File: src/rtl/counter_sequencer.sv
// Configurable terminal-count sequencer: a config handshake loads the limit
// and the reload mode, start launches a run, halt pauses it and abort
// cancels it. One-shot runs return to ARMED with the config kept, so a
// further start reruns with the same limit. Periodic runs reload forever.
module counter_sequencer #(
  parameter int G_WIDTH = 4
) (
  input  logic               clk,
  input  logic               reset,
  input  logic               cfg_valid,
  output logic               cfg_ready,
  input  logic [G_WIDTH-1:0] cfg_limit,
  input  logic               cfg_periodic,
  input  logic               start,
  input  logic               halt,
  input  logic               abort,
  output logic [G_WIDTH-1:0] count,
  output logic               busy,
  output logic               tick,
  output logic               done
);

  typedef enum logic [1:0] {
    S_IDLE,
    S_ARMED,
    S_RUN,
    S_PAUSE
  } state_t;

  state_t               state, state_nxt;
  logic [G_WIDTH-1:0]   count_nxt;
  logic [G_WIDTH-1:0]   lim_q, lim_nxt;
  logic                 per_q, per_nxt;
  logic                 tick_nxt, done_nxt;

  // Configuration is accepted only while the counter is not running.
  assign cfg_ready = (state == S_IDLE) || (state == S_ARMED);
  assign busy      = (state == S_RUN)  || (state == S_PAUSE);

  // State and datapath registers; reset discards both the run and the config.
  always_ff @(posedge clk or posedge reset) begin
    if (reset) begin
      state <= S_IDLE;
      count <= '0;
      lim_q <= '0;
      per_q <= 1'b0;
      tick  <= 1'b0;
      done  <= 1'b0;
    end else begin
      state <= state_nxt;
      count <= count_nxt;
      lim_q <= lim_nxt;
      per_q <= per_nxt;
      tick  <= tick_nxt;
      done  <= done_nxt;
    end
  end

  // Next-state, counter and pulse decisions.
  always_comb begin
    state_nxt = state;
    count_nxt = count;
    lim_nxt   = lim_q;
    per_nxt   = per_q;
    tick_nxt  = 1'b0;
    done_nxt  = 1'b0;
    case (state)
      S_IDLE: begin
        if (cfg_valid) begin
          lim_nxt   = cfg_limit;
          per_nxt   = cfg_periodic;
          state_nxt = S_ARMED;
        end
      end
      S_ARMED: begin
        // A config arriving with start is latched here and used by the
        // run, since the terminal compare only looks at lim_q from RUN.
        if (cfg_valid) begin
          lim_nxt = cfg_limit;
          per_nxt = cfg_periodic;
        end
        if (start) begin
          state_nxt = S_RUN;
          count_nxt = '0;
        end
      end
      S_RUN, S_PAUSE: begin
        // PAUSE with halt released performs the RUN action on that same
        // edge, so the run loses exactly one cycle per halted edge.
        if (abort) begin
          count_nxt = '0;
          state_nxt = S_ARMED;
        end else if (halt) begin
          state_nxt = S_PAUSE;
        end else if (count == lim_q) begin
          count_nxt = '0;
          tick_nxt  = 1'b1;
          if (per_q) begin
            state_nxt = S_RUN;
          end else begin
            done_nxt  = 1'b1;
            state_nxt = S_ARMED;
          end
        end else begin
          count_nxt = count + G_WIDTH'(1);
          state_nxt = S_RUN;
        end
      end
    endcase
  end

endmodule

File: config.mk
export PLATFORM = sky130hd
export DESIGN_NAME = counter_sequencer
export DESIGN_NICKNAME = d
export VERILOG_FILES = /design/src/rtl/counter_sequencer.sv
export SDC_FILE = /design/constraint.sdc
export NUM_CORES = 1
export LEC_CHECK = 0
export ABC_AREA = 1
export CELL_PAD_IN_SITES_DETAIL_PLACEMENT = 1
export CELL_PAD_IN_SITES_GLOBAL_PLACEMENT = 2
export CORE_UTILIZATION = 27
export CTS_CLUSTER_DIAMETER = 100
export DETAILED_ROUTE_END_ITERATION = 8
export MAX_ROUTING_LAYER = met4
export PLACE_DENSITY = 0.81
export SYNTH_ARGS = -nofsm -noshare
export SYNTH_HDL_FRONTEND = slang
export SYNTH_SLANG_ARGS = --single-unit
File: constraint.sdc
create_clock -name clk -period 2.3 [get_ports clk]
set_input_delay 0.46 -clock clk [delete_from_list [all_inputs] [get_ports clk]]
set_output_delay 0.46 -clock clk [all_outputs]
set_load 0.1 [all_outputs]
==> impl_metrics.toml, run 1 <==
[clock_network]
cts_setup_buffers = 0
clk_transition_reported_paths_ps = 80
clock_tree_from_tritoncts = "yes"
postCtsHoldBufs = 0
clock_sink_count = 13
cts-root-buf = "clkbuf_4"
cts_htree_levels = 1
cts-buffers-inserted = 3
clk_path_buf_depth = 2
post_cts_resized = 0
clkLatencyLatePin_ps = 270

[timing]
min_period_over_period_pct = 68.1
worst_pin_slew_ps = 500
final.min_clock_period_ps = 1570
clock.fmax_ghz = 0.638
rsz_0062_raised_after_global_routing = "no"
report.final.slew_viol_count = 0
setup_viol_count_final = 0
timing.final.hold_violations = 0
setup_total_negative_slack_ps = 0
timing.max_slew.rel_slack_pct = 66.6
finClkSkew_ps = 3.25

[detailed_routing]
drt_pre_antenna_iters = 3
route.met3.wl_um = 58
detailedRoute.firstIterationViolations = 4
highest_signal_layer_in_the_routed_design = "met4"
antenna_violating_nets_post_route = 0
remaining_drc_errors = 0
detail_route.wl_per_cell_um = 11.2
drt-vias-per-instance = 4.56
routed_wl_mm = 1.57
num_vias = 639
wl_met2_um = 750
wl_met1_um = 753

[setup_path]
regToRegSetupSlack_ps = 1010
rr_endpoint = "count[2]$_DFFE_PP0P_"
path_max_fanout = 4
worst_r2r_startpoint = "count[2]$_DFFE_PP0P_"
crit_required_ps = 1840
reg2reg_depth = 7
worstSetupEndpointType = "output port"
worstSetupPathType = "reg -> out"
timing.critical_path.from_type = "flop"
cp_data_arrival_time_ps = 1110

[grt]
globalRouteOverflowTotal = 0
grt_first_pass_wirelength_mm = 2.81
grt_usage_pct = 14.6
first_global_vias = 659
grt_start_max_net_pins = 14
antenna_found_initial = 0

[synth]
postSynthCellCount = 91
yosysWarnings = 0
synth_compound_area_share_pct = 10.1
xor_and_xnor_area_share_after_synthesis_pct = 1.28
synth-simple-area-share_pct = 29.3
yosys.area.top_type_share_pct = 47.5
yosys.area_share.adder_pct = 1.83
synth.top_cells.by_area = "dfrtp_1, nand2_1, inv_1"
synthDominantAreaCellType = "dfrtp_1"
synthesis.area_per_instance_sq_um = 7.52
ys_seq_elements = 13
synth-seq-area-share_pct = 47.5
synth_area_sq_um = 684
syn-num-nets = 103
synth.area.mux_share_pct = 0
synth_cell_type_count = 17
combinational_family_with_the_most_area_after_synthesis = "simple AND/OR/NAND/NOR gates"

[power]
cellLeakagePower_nw = 0.451
power_density_nw_per_um2 = 1220
power.sequential.fraction_pct = 31.6
power_mw = 1.10
p_switching_mw = 0.578
netSwitchingFraction_pct = 52.6
power.ir.vdd_worst_v = 0.000648
power.internal_mw = 0.520
combinational_share_of_power_pct = 55.5
power_frac_clock_pct = 12.9

[placed_design]
post_dp_cell_area_sq_um = 875
dp_hpwl_mm = 1.25
io_buffers = 18
placer_congestion = 0.761

[finish]
syn2layout_area_growth_pct = 31.6
diodes = 0
final_nets = 125
post_route_cells_drive_above_1_share_pct = 17.9
filler_cell_count = 296
area.sequential_sq_um = 325
design_area_sq_um = 901
multi_input_combinational_cell_area_sq_um = 290

[flow_run]
number_of_max_capacitance_violations_reported = 0

[floorplanning]
effective_utilization_at_floorplan_pct = 29.8
fp.dieArea_sq_um = 2740
die_width_um = 52.3
floorplan.rows = 17
design.core.area_sq_um = 2300
ios = 19
die_h_um = 52.3

[worst_hold_path]
hold_path_class = "in -> async"

[outcome]
run_status = "complete, no violations"
## metrics by stage
| stage | hold WS [ps] | setup WS [ps] | utilization, % | instances |
|---|---|---|---|---|
| after floorplan | 337 | 552 | - | 91 |
| after global placement | 500 | 679 | 38.1 | 136 |
| after detailed placement | 510 | 657 | 38.1 | 136 |
| after CTS | 528 | 718 | 39.2 | 140 |
| after global routing | 565 | 675 | 39.2 | 140 |
| final | 505 | 733 | 39.2 | 140 |
## worst max path at each step
stage                                      end  slack (ps)                  from  cells past startpoint
after CTS                            cfg_ready         720  state[1]$_DFFE_PP0P_                      2
after global placement    count[2]$_DFFE_PP0P_         680                 start                      9
after detailed placement  count[2]$_DFFE_PP0P_         660                 start                      9
final                                cfg_ready         730  state[1]$_DFFE_PP0P_                      2
after floorplan           count[2]$_DFFE_PP0P_         550  count[0]$_DFFE_PP0P_                      7
after global routing                 cfg_ready         670  state[1]$_DFFE_PP0P_                      2
## kinds of logic after synthesis
| kind of cell | after synthesis |
|---|---|
| xor gates and xnor gates | 1 |
| buffers and inverters | 18 |
| and+or+nand+nor | 45 |
| DFF | 13 |
| AOI/OAI and AO/OA | 13 |
| adders and majority gates | 1 |
## metal layers
layer  global-route usage [%]  up-vias
met5                        -        -
met4                     3.95        0
met3                     2.61        2
met2                     24.1       13
met1                     18.2      302
li1                         -      322
## power groups by stage
| stage | clock network (mW) | registers [mW] | logic [mW] |
|---|---|---|---|
| floorplan | 0 | 0.437 | 0.392 |
| global route | 0.160 | 0.359 | 0.676 |
| detailed placement | 0 | 0.353 | 0.615 |
| finish | 0.141 | 0.347 | 0.609 |
| CTS | 0.146 | 0.349 | 0.618 |
| global placement | 0 | 0.352 | 0.603 |
## placed cells by master (no fill, tap or decap)
cell,count
dfrtp_1,13
clkdlybuf4s50_1,10
buf_4,8
nor2_4,1
a21oi_1,8
nand3_1,4
xor2_1,1
o21ai_0,4
clkbuf_4,3
inv_1,15
nand2_2,2
nand4_1,1
inv_2,2
nand2_1,22
ha_1,1
o21ai_2,1
nand3_2,1
clkbuf_1,1
nor2_2,2
nor2_1,12
## synth_stat cells
cell type	count
o21ai_0	4
nand2_1	22
nand3_1	4
inv_1	15
nor2_1	12
buf_2	1
nand2_2	2
ha_1	1
nand3_2	1
nor2_2	2
o21ai_2	1
nand4_1	1
nor2_4	1
a21oi_1	8
dfrtp_1	13
inv_2	2
xor2_1	1
## worst max-delay path: stages (launching register included)
cell	delay, ps
dfrtp_1	410
inv_2	120
buf_4	300
## cell type report
type,count,area share [%]
clock buffers,4,2.92
inverters,17,7.08
multi-input cells,60,32.2
flip-flops and latches,13,36.1
well taps,28,3.89
repair buffers,18,17.8
## sequential cells by signal, indices dropped and copies added, names as in the netlist
signal  cells
per_q       1
done        1
lim_q       4
count       4
tick        1
state       2
No activity file was read; power rests on OpenSTA's default activity.
==> inputs of run 2 (changes only) <==
- CORE_UTILIZATION: 27 -> 22
- PLACE_DENSITY: 0.81 -> 0.71
- clock period: 2.3 -> 1.4 ns (I/O delays scaled with it)
==> run 2 against run 1 <==
Net effect: the run now ends with DRC left; via count is 2.3% higher; clock power is 75% higher; combinational power is 94% higher; global-route usage is 1.5 points lower; die area is 22% higher; cell count is 5.0% higher; cell area is 17% higher; largest power group unchanged.
==> impl_metrics.toml, run 2 (synthesized netlist as in run 1, its figures left out) <==
[power]
power_density_nw_per_um2 = 1940
netSwitchingFraction_pct = 49.7
power.ir.vdd_worst_v = 0.000959
power.sequential.fraction_pct = 30.1
cellLeakagePower_nw = 0.490
combinational_share_of_power_pct = 57.8
power_frac_clock_pct = 12.1
p_switching_mw = 1.01
power.internal_mw = 1.03

[clock_network]
clock_sink_count = 13
cts-buffers-inserted = 3
cts_htree_levels = 1
postCtsHoldBufs = 0
clk_path_buf_depth = 2
cts-root-buf = "clkbuf_4"
clkLatencyLatePin_ps = 280
clock_tree_from_tritoncts = "yes"
clk_transition_reported_paths_ps = 90

[detailed_routing]
num_vias = 654
remaining_drc_errors = 2
drt_pre_antenna_iters = 5
detailedRoute.firstIterationViolations = 13
routed_wl_mm = 1.79
detail_route.wl_per_cell_um = 12.1
drt-vias-per-instance = 4.45
antenna_violating_nets_post_route = 0

[floorplanning]
floorplan.rows = 19
ios = 19
effective_utilization_at_floorplan_pct = 24.0
design.core.area_sq_um = 2850
fp.dieArea_sq_um = 3340
die_h_um = 57.8
die_width_um = 57.8

[timing]
finClkSkew_ps = 3.94
setup_total_negative_slack_ps = 0
worst_pin_slew_ps = 223
min_period_over_period_pct = 94.9
report.final.slew_viol_count = 0
clock.fmax_ghz = 0.753
final.min_clock_period_ps = 1330
setup_viol_count_final = 0
rsz_0062_raised_after_global_routing = "no"
timing.max_slew.rel_slack_pct = 85.1
timing.final.hold_violations = 0

[placed_design]
numPlacedInstances = 143
io_buffers = 18
placer_congestion = 0.675
post_dp_cell_area_sq_um = 1020
dp_hpwl_mm = 1.42

[finish]
diodes = 0
filler_cell_count = 339
final_cell_mix = "nand2_1, inv_1, nor2_1, clkdlybuf4s50_1, dfrtp_1"
syn2layout_area_growth_pct = 53.7
largest_registers = "count: 4 flops, lim_q: 4 flops, state: 2 flops"
utilization_pct = 36.9
area.sequential_sq_um = 338
final_nets = 129
post_route_cells_drive_above_1_share_pct = 25.0
finalNonFillerCells = 147
multi_input_combinational_cell_area_sq_um = 293
design_area_sq_um = 1050
final_common_cell = "nand2_1"

[setup_path]
timing.critical_path.slowest_stage_cell = "dfrtp_1"
worstSetupEndpointType = "output port"
timing.critical_path.from_type = "flop"
worst_path_largest_cell_delay_ps = 460
path_max_fanout = 4
worstSetupPathType = "reg -> out"
crit_required_ps = 1120
critical_path.cell_chain = "inv_4, buf_12"
cp_data_arrival_time_ps = 1050

[worst_hold_path]
hold_path_class = "in -> async"

[grt]
grt_start_max_net_pins = 14
grt_usage_pct = 13.1
antenna_found_initial = 0
grt_first_pass_wirelength_mm = 3.11
first_global_vias = 686
globalRouteOverflowTotal = 0

[outcome]
run_status = "complete, but fails checks"
failing_checks = "DRC"

[flow_run]
number_of_max_capacitance_violations_reported = 0
[run 2: cell types whose count changed in the layout (fill, tap and decap cells not counted), sizes merged]
cell,delta
buf,+4
[run 2: layout make-up]
| class | count | share of cell area [%] |
|---|---|---|
| clock buffer | 4 | 2.50 |
| inverter | 17 | 6.30 |
| multi-input combinational | 60 | 27.8 |
| sequential | 13 | 32.1 |
| tap | 31 | 3.69 |
| timing repair buffer | 22 | 27.6 |
[run 2: repair_timing]
item	CTS	global route
setup endpoints to repair	0	3
setup buffers	0	0
resized for setup	0	2
[run 2: power by group through the flow]
| stage | Sequential (mW) | Combinational, mW | Clock [mW] |
|---|---|---|---|
| CTS | 0.612 | 1.19 | 0.263 |
| global route | 0.634 | 1.28 | 0.280 |
| global placement | 0.611 | 1.16 | 0 |
| finish | 0.615 | 1.18 | 0.247 |
| floorplan | 0.734 | 0.644 | 0 |
| detailed placement | 0.619 | 1.18 | 0 |
[run 2: path summary, 6_finish.rpt]
| check | endpoint | cells past startpoint | from | slack (ps) |
|---|---|---|---|---|
| min in group clk | per_q$_DFFE_PP0P_ | 2 | per_q$_DFFE_PP0P_ | 520 |
| max in group asynchronous | count[0]$_DFFE_PP0P_ | 3 | reset | 940 |
| worst max-delay path | cfg_ready | 2 | state[1]$_DFFE_PP0P_ | 70 |
| worst max register to register | count[2]$_DFFE_PP0P_ | 6 | count[1]$_DFFE_PP0P_ | 130 |
| worst min register to register | per_q$_DFFE_PP0P_ | 2 | per_q$_DFFE_PP0P_ | 520 |
| worst min-delay path | lim_q[1]$_DFFE_PP0P_ | 3 | reset | 280 |
[run 2: per-layer routing]
metal  global-route usage, %  wire [um]
met4                    7.14         44
met1                    15.5        815
met5                       -          0
met3                    2.68         58
met2                    20.8        867
[run 2: through the flow]
step	setup slack, ps	hold slack, ps	power (mW)
final	71.5	276	2.04
after global routing	9.65	311	2.19
after CTS	30.3	273	2.06
after floorplan	14.7	157	1.38
after global placement	1.48	500	1.77
after detailed placement	-73.7	509	1.80
[run 2: worst max-delay path, delay by kind of cell (launching register included)]
family / cells / cell delay, ps
buffers and inverters: 2 / 310
DFF: 1 / 460
